===== src/rtl/fir_pkg.sv =====
// Shared constants and FSM encoding for the FIR stream core and the Wishbone front end.
package fir_pkg;

    localparam int FIR_TAP_NUM = 11;
    localparam int WORD_SHIFT  = 2;

    typedef enum logic [2:0] {
        IDLE,
        CLEAR,
        LOAD,
        MAC,
        OUT,
        DONE
    } fir_state_e;

endpackage


===== src/rtl/fir_mac.sv =====
// Multiply-accumulate datapath: signed product truncated to DATA_W, wrapping accumulation.
module fir_mac #(
    parameter int DATA_W = 32
) (
    input  logic                     clk,
    input  logic                     rst,
    input  logic                     clear,
    input  logic                     enable,
    input  logic signed [DATA_W-1:0] coef,
    input  logic signed [DATA_W-1:0] sample,
    output logic        [DATA_W-1:0] acc
);

    // A DATA_W-wide context keeps only the low bits of the full product.
    logic signed [DATA_W-1:0] product;
    assign product = coef * sample;

    always_ff @(posedge clk or posedge rst) begin
        if (rst) begin
            acc <= '0;
        end else if (clear) begin
            acc <= '0;
        end else if (enable) begin
            acc <= acc + product;
        end
    end

endmodule


===== src/rtl/fir_stream_core.sv =====
// Streaming FIR core: circular sample buffer in data BRAM, taps in tap BRAM, one MAC per cycle.
module fir_stream_core
    import fir_pkg::*;
#(
    parameter int DATA_W  = 32,
    parameter int TAP_NUM = FIR_TAP_NUM,
    parameter int ADDR_W  = 12
) (
    input  logic              wb_clk_i,
    input  logic              wb_rst_i,
    input  logic              ap_start,
    input  logic [31:0]       data_length,
    output logic              ap_done,
    output logic              ap_idle,
    input  logic              ss_tvalid,
    input  logic [DATA_W-1:0] ss_tdata,
    input  logic              ss_tlast,
    output logic              ss_tready,
    output logic              sm_tvalid,
    output logic [DATA_W-1:0] sm_tdata,
    output logic              sm_tlast,
    input  logic              sm_tready,
    output logic              tap_EN,
    output logic [ADDR_W-1:0] tap_A,
    input  logic [DATA_W-1:0] tap_Do,
    output logic              data_EN,
    output logic [3:0]        data_WE,
    output logic [ADDR_W-1:0] data_A,
    output logic [DATA_W-1:0] data_Di,
    input  logic [DATA_W-1:0] data_Do
);

    localparam int                CNT_W    = $clog2(TAP_NUM + 1);
    localparam logic [CNT_W-1:0] LAST_IDX = CNT_W'(TAP_NUM - 1);
    localparam logic [CNT_W-1:0] TAP_IDX  = CNT_W'(TAP_NUM);

    fir_state_e        state, state_next;
    logic [CNT_W-1:0]  idx, wptr, rd_idx;
    logic [31:0]       len_q, count;
    logic [DATA_W-1:0] acc;
    logic              mac_clear, mac_en, last_sample;

    // The input stream's last flag carries no information the sample count lacks.
    logic unused_tlast;
    assign unused_tlast = ss_tlast;

    function automatic logic [ADDR_W-1:0] word_addr(input logic [CNT_W-1:0] word);
        return ADDR_W'(word) << WORD_SHIFT;
    endfunction

    assign last_sample = (count + 32'd1) == len_q;
    assign sm_tdata    = acc;

    always_ff @(posedge wb_clk_i or posedge wb_rst_i) begin
        if (wb_rst_i) begin
            state <= IDLE;
        end else begin
            state <= state_next;
        end
    end

    // idx walks the CLEAR words and the MAC cycles; rd_idx walks the history backwards.
    always_ff @(posedge wb_clk_i or posedge wb_rst_i) begin
        if (wb_rst_i) begin
            idx    <= '0;
            wptr   <= '0;
            rd_idx <= '0;
            count  <= '0;
            len_q  <= '0;
        end else begin
            unique case (state)
                IDLE: begin
                    if (ap_start) begin
                        len_q <= data_length;
                        count <= '0;
                        wptr  <= '0;
                        idx   <= '0;
                    end
                end
                CLEAR: idx <= idx + 1'b1;
                LOAD: begin
                    if (ss_tvalid) begin
                        idx    <= '0;
                        rd_idx <= wptr;
                    end
                end
                MAC: begin
                    idx <= idx + 1'b1;
                    if (idx != TAP_IDX) begin
                        rd_idx <= (rd_idx == '0) ? LAST_IDX : rd_idx - 1'b1;
                    end
                end
                OUT: begin
                    if (sm_tready) begin
                        count <= count + 32'd1;
                        wptr  <= (wptr == LAST_IDX) ? '0 : wptr + 1'b1;
                    end
                end
                default: ;
            endcase
        end
    end

    always_comb begin
        state_next = state;
        ap_idle    = 1'b0;
        ap_done    = 1'b0;
        ss_tready  = 1'b0;
        sm_tvalid  = 1'b0;
        sm_tlast   = 1'b0;
        tap_EN     = 1'b0;
        tap_A      = '0;
        data_EN    = 1'b0;
        data_WE    = 4'h0;
        data_A     = '0;
        data_Di    = '0;
        mac_clear  = 1'b0;
        mac_en     = 1'b0;
        unique case (state)
            IDLE: begin
                ap_idle = 1'b1;
                if (ap_start) state_next = CLEAR;
            end
            CLEAR: begin
                data_EN = 1'b1;
                data_WE = 4'hF;
                data_A  = word_addr(idx);
                if (idx == LAST_IDX) state_next = (len_q == '0) ? DONE : LOAD;
            end
            LOAD: begin
                ss_tready = 1'b1;
                if (ss_tvalid) begin
                    data_EN    = 1'b1;
                    data_WE    = 4'hF;
                    data_A     = word_addr(wptr);
                    data_Di    = ss_tdata;
                    state_next = MAC;
                end
            end
            MAC: begin
                // Reads issue on cycles 0..TAP_NUM-1 and land one cycle later in the MAC.
                if (idx != TAP_IDX) begin
                    tap_EN  = 1'b1;
                    tap_A   = word_addr(idx);
                    data_EN = 1'b1;
                    data_A  = word_addr(rd_idx);
                end else begin
                    state_next = OUT;
                end
                mac_clear = (idx == '0);
                mac_en    = (idx != '0);
            end
            OUT: begin
                sm_tvalid = 1'b1;
                sm_tlast  = last_sample;
                if (sm_tready) state_next = last_sample ? DONE : LOAD;
            end
            DONE: begin
                ap_done    = 1'b1;
                state_next = IDLE;
            end
            default: state_next = IDLE;
        endcase
    end

    fir_mac #(
        .DATA_W(DATA_W)
    ) u_mac (
        .clk   (wb_clk_i),
        .rst   (wb_rst_i),
        .clear (mac_clear),
        .enable(mac_en),
        .coef  (tap_Do),
        .sample(data_Do),
        .acc   (acc)
    );

endmodule


===== config.mk =====
export PLATFORM = sky130hd
export DESIGN_NAME = fir_stream_core
export DESIGN_NICKNAME = d
export VERILOG_FILES = /design/src/rtl/fir_pkg.sv /design/src/rtl/fir_mac.sv /design/src/rtl/fir_stream_core.sv
export SDC_FILE = /design/constraint.sdc
export NUM_CORES = 2
export LEC_CHECK = 0
export BUFFER_PORTS_ARGS = -buffer_cell sky130_fd_sc_hd__buf_2
export CAP_MARGIN = 40
export CORE_MARGIN = 5
export CORE_UTILIZATION = 57
export DETAILED_ROUTE_END_ITERATION = 10
export HOLD_SLACK_MARGIN = 0.02
export PLACE_DENSITY = 0.8
export SYNTH_ARGS = -nofsm -noshare
export SYNTH_HDL_FRONTEND = slang
export SYNTH_SLANG_ARGS = --single-unit

===== constraint.sdc =====
create_clock -name wb_clk_i -period 5.97 [get_ports wb_clk_i]
set_input_delay 1.194 -clock wb_clk_i [delete_from_list [all_inputs] [get_ports wb_clk_i]]
set_output_delay 1.194 -clock wb_clk_i [all_outputs]
set_load 0.02 [all_outputs]

# ---- Word-level counts from Yosys, hierarchy flattened
# Cells that the tools add are included.
dict set report classes {
  n_mux 43
  eq_ne 15
  add_sub_neg 5
  n_reduce_logical 15
  multipliers 1
}
# operator n
set op_table {}
lappend op_table {{32-bit two-way mux} 6}
lappend op_table {{32-bit case mux with 2 select lines} 1}
lappend op_table {{32-bit by 1-bit adder with 32-bit output, second input constant} 1}
lappend op_table {{32-bit adder} 1}
lappend op_table {{32-bit == test} 1}
lappend op_table {{32-bit zero test} 1}
lappend op_table {{32-bit by 32-bit multiplier with 32-bit output} 1}
lappend op_table {{4-bit two-way mux} 8}
lappend op_table {{6-bit two-way mux} 4}
lappend op_table {{4-bit case mux with 2 select lines} 3}
lappend op_table {{3-bit two-way mux} 7}
lappend op_table {{6-bit case mux with 3 select lines} 1}
lappend op_table {{3-bit case mux with 5 select lines} 1}
lappend op_table {{2-bit inequality test, second input constant} 6}
lappend op_table {{4-bit case mux with 3 select lines} 1}
lappend op_table {{1-bit two-way mux} 10}
lappend op_table {{3-bit AND reduction} 3}
lappend op_table {{4-bit by 1-bit adder with 4-bit output, second input constant} 2}
lappend op_table {{4-bit == test, second input constant} 2}
lappend op_table {{4-bit zero test} 2}
lappend op_table {{3-bit by 2-bit == test with 1-bit output, second input constant} 2}
lappend op_table {{3-bit == test, second input constant} 2}
lappend op_table {{2-bit nonzero test} 3}
lappend op_table {{5-bit AND reduction} 1}
lappend op_table {{9 further kinds} 9}
dict set report totals {
  input_bits 134
  out_inout_bits 99
  regBits 111
}

# ---- Depth between registers and ports, before layout
dict set report logic_depth {
  word_depth 5
  depth_mapped 27
  depth_no_buf 25
}

# ---- Modules after synthesis
# Synthesis repeated with hierarchy kept, for this count alone.
dict set report hier_totals {
  hier_cells 2653
  hier_area_um2 23831.6
}
# mod instances area_per_inst_um2 cells_each
set by_module_without_submodules {}
lappend by_module_without_submodules {fir_mac 1 18456.5 2035}
lappend by_module_without_submodules {fir_stream_core 1 5375.2 618}

# ---- Worst setup path after synthesis
# Ideal clock, no wire load.
dict set report synth_timing {
  kind {input to register}
  from {in tap_Do[13]}
  to {reg u_mac.acc[31]}
  path_slack_ps -1742
  path_stages 25
  setup_time_ps 134
  required_ps 5836
  t_arrival_ps 7578
  path_cell_list {clkbuf_1 clkbuf_1 and2_1 fa_1 fa_1 fa_1 inv_1 fa_1 inv_1 fa_1 fa_1 fa_1 inv_1 fa_1 inv_1 ha_1 a21o_1 a21o_1 a21oi_1 o21ai_0 a21oi_1 o311ai_0 a221oi_1 xnor2_1 o21ai_0}
}
dict set report synth_via {
  elab_chain_cells 4
}
# element line
set synth_rtl {}
lappend synth_rtl {{start, declared} fir_stream_core.sv:25} ;# input logic [DATA_W-1:0] tap_Do,
lappend synth_rtl {{32-bit by 32-bit multiplier with 32-bit output} fir_mac.sv:16} ;# assign product = coef * sample;
lappend synth_rtl {{32-bit adder} fir_mac.sv:24} ;# acc <= acc + product;
lappend synth_rtl {{32-bit two-way mux} fir_mac.sv:23} ;# end else if (enable) begin
lappend synth_rtl {{32-bit two-way mux} fir_mac.sv:21} ;# end else if (clear) begin
lappend synth_rtl {{end signal, assigned} fir_mac.sv:24}
lappend synth_rtl {{end, declared} fir_mac.sv:11} ;# output logic [DATA_W-1:0] acc
# Every way passes these cells. The select of a mux whose other input is x is not followed.
# A chain may end at the register's enable or synchronous reset.

# ---- Final worst setup path
dict set report layout_timing {
  from {in data_Do[3]}
  to {reg u_mac.acc[25]}
}
dict set report layout_via {
  elab_chain_cells 4
}
# element line
set layout_rtl {}
lappend layout_rtl {{start, declared} fir_stream_core.sv:30} ;# input logic [DATA_W-1:0] data_Do
lappend layout_rtl {{32-bit by 32-bit multiplier with 32-bit output} fir_mac.sv:16}
lappend layout_rtl {{32-bit adder} fir_mac.sv:24}
lappend layout_rtl {{32-bit two-way mux} fir_mac.sv:23}
lappend layout_rtl {{32-bit two-way mux} fir_mac.sv:21}
# Every way passes these cells. The select of a mux whose other input is x is not followed.

==> reports/qor.txt <==
crit path launch = data_Do[3]
detailed router's first-iteration violation count = 1595
CTS H-Tree Depth = 3
port bufs = 215
synthesized area = 23600 sq um
Fillers = 2898
Layout Skew = 8.00 ps
Setup Crit Path Kind = primary input to register
RSZ-0062 raised after global routing = true
most common cell in the synthesized netlist = inv_1
crit share post-route = 122%
Clk pin slew, worst setup/hold paths = 80 ps
Yosys reg bits = 111
fin. max-slew vios = 0
pin count of the biggest net entering global routing = 60
Pre-antenna DRT Iters = 6
GRT overflow = 0
startpoint types = primary input
critical path data arrival time = 7530 ps
maximum clock rate = 137 MHz
HPWL Detailed = 56100 microns
Die Ht = 213 microns
worst skew pair latency = 370 ps
all-layer global routing usage = 31.7%
failing checks = setup timing
synth-to-layout area growth = 22.4%
R2R setup slack = -630 ps
Crit. End Element = register
CP endpoint = u_mac.acc[25]
Reg2Reg Depth = 22
min cycle time layout = 7290 ps
ys async rst share = 100%
final design utilization = 70.6%
GPL Wtd Cong = 0.954
Final setup violation count = 22
hold path start = count[31]
first-pass GRT wire length = 113000 microns
CP required = 6210 ps
Worst Hold Class = register to register
count of cell types in the netlist = 74
Via-to-Cell Ratio = 5.67
fraction of layout cells with a size suffix above 1 = 25.3%
commonest cells in the netlist = 537 x inv_1, 438 x fa_1, 362 x and2_1
Total Wirelength = 73600 microns
Final nets = 3692
DRC = 0
Syn Area/Cell = 9.06 sq um
Yosys top cell by area = fa_1
R2R Path End = u_mac.acc[29]
Least-Margin Pin Slew = 912 ps
Critical Path Fanout Max = 6
Synth Instances = 2606
Die Wd = 213 microns
initial antenna violation count = 4
Synth area leaders = fa_1 37%, dfrtp_1 12%, and2_1 9.6%, inv_1 8.5%, ha_1 8.4%
Synth warnings = 0
die area = 45600 sq um
Num CTS Buffers = 9
CTS tree = built
CORE AREA = 40900 sq um
CTS Root Cell = clkbuf_16
Synth top area share = 37.2%
number of flops mapped to enable cells by yosys = 0
CTS max path bufs = 2
IO Count = 233
vias in the first global route = 21.4k
Antenna Nets Post-Route = 0
Seq/Total Area, Yosys = 11.8%
Hold Violations, Final = 0
Primary FF master, synth = dfrtp_1
worst rel slew slack = 39.2%
row count = 74
worst r2r src = u_mac.acc[25]
drt wl/cell = 21.0 microns
max cap viols = 0
Vias = 19.8k
outcome = finished, violations left
final hold slack = 501 ps
CTS sink cnt = 111
Setup WS post-layout = -1320 ps
Initial Util = 57.7%
[routing by layer]
metal | vias up | track usage (%) | share of wire [%]
met5 | - | 0 | 0.029
met4 | 4 | 12.2 | 5.5
met3 | 300 | 7.64 | 9.6
met2 | 1137 | 53.5 | 49
met1 | 9836 | 39.8 | 36
li1 | 8554 | - | -
[worst min path at each step]
stage	to	slack [ps]	cells past startpoint
after detailed placement	count[31]	480	1
after CTS	count[31]	490	1
after global placement	count[31]	470	1
after global routing	count[31]	530	1
after floorplan	count[31]	460	1
final	count[31]	500	1
[area by class of cell]
class | instances | area, sq um | area share (%)
diodes | 1 | 2.50 | 0.00866
clock buffers | 9 | 225 | 0.780
clock inverters | 6 | 63.8 | 0.221
inverters | 537 | 2020 | 6.99
multi-input cells | 1825 | 19300 | 66.8
flip-flops and latches | 111 | 2780 | 9.62
well taps | 532 | 666 | 2.30
repair buffers | 477 | 3830 | 13.3
[cells in the final DEF, fill, tap and decap left out, types with 11 or more instances in the layout]
| cell | Yosys | routed |
|---|---|---|
| clkbuf_16 | 0 | 12 |
| inv_1 | 537 | 499 |
| o22ai_1 | 17 | 17 |
| nand4_1 | 14 | 14 |
| o31ai_1 | 14 | 12 |
| fa_2 | 0 | 36 |
| buf_6 | 3 | 53 |
| a21oi_1 | 42 | 27 |
| mux2_2 | 35 | 35 |
| ha_4 | 0 | 36 |
| buf_2 | 5 | 181 |
| nor3_1 | 12 | 11 |
| buf_12 | 0 | 19 |
| nand2_1 | 270 | 267 |
| ha_1 | 159 | 122 |
| xnor2_1 | 100 | 92 |
| buf_4 | 24 | 205 |
| dfrtp_1 | 111 | 111 |
| nand2b_1 | 14 | 14 |
| nor2b_1 | 15 | 14 |
| fa_1 | 438 | 402 |
| o21ai_0 | 82 | 68 |
| and2_1 | 362 | 324 |
| nor2_1 | 48 | 46 |
| nand3_1 | 23 | 21 |
| inv_2 | 0 | 37 |
| conb_1 | 1 | 16 |
| and2_4 | 0 | 38 |
| xor2_1 | 34 | 32 |
[metrics by stage]
stage                     TNS (ps)  setup WS, ps  area [sq um]  instances
final                       -19480         -1320         28900       3498
after global routing        -21910         -1370         28900       3498
after CTS                   -17050         -1290         28400       3484
after detailed placement    -32190         -1950         26700       3438
after global placement      -29230         -1800         26700       3437
after floorplan             -16420         -1300         24100       2621
[cell families (layout without fill, tap and decap cells)]
family | after synthesis | in the layout | share of synthesized area, %
other | 1 | 17 | 0.0159
muxes | 37 | 37 | 1.75
buffers and inverters | 685 | 1029 | 11.4
and+or+nand+nor | 814 | 814 | 18.4
DFF | 111 | 111 | 11.8
xor gates and xnor gates | 134 | 134 | 4.97
adders and majority gates | 597 | 597 | 45.6
AOI/OAI and AO/OA | 227 | 227 | 6.05
[flip-flops by register name (all words and copies together), names as in the netlist]
name	cells
count	32
len_q	32
u_mac.acc	32
idx	4
rd_idx	4
wptr	4
state	3
[what timing repair did]
action | in CTS | in global routing
endpoints found under the setup margin | 22 | 22
hold endpoints to repair | 0 | 0
pin swaps | 138 | 118
buffers inserted | 28 | 18
hold buffers | 0 | 0
cloned | 4 | 3
resized for setup | 262 | 85
[worst max-delay path, stage by stage]
cell and delay [ps]:
buf_16 130, buf_6 120, and2_4 150, fa_1 530, inv_1 50, fa_1 540
fa_2 490, fa_1 580, inv_2 50, ha_4 260, ha_4 190, fa_1 550
inv_2 50, fa_1 550, inv_2 70, ha_4 250, and2_4 140, nor2b_4 120
a2111o_1 480, a21oi_4 250, o21a_1 240, buf_6 120, o21bai_1 80, xnor2_1 240
o22ai_1 110
Power is not shown: default switching activity piles up to over one toggle a cycle in this logic, so the estimate is an artifact.
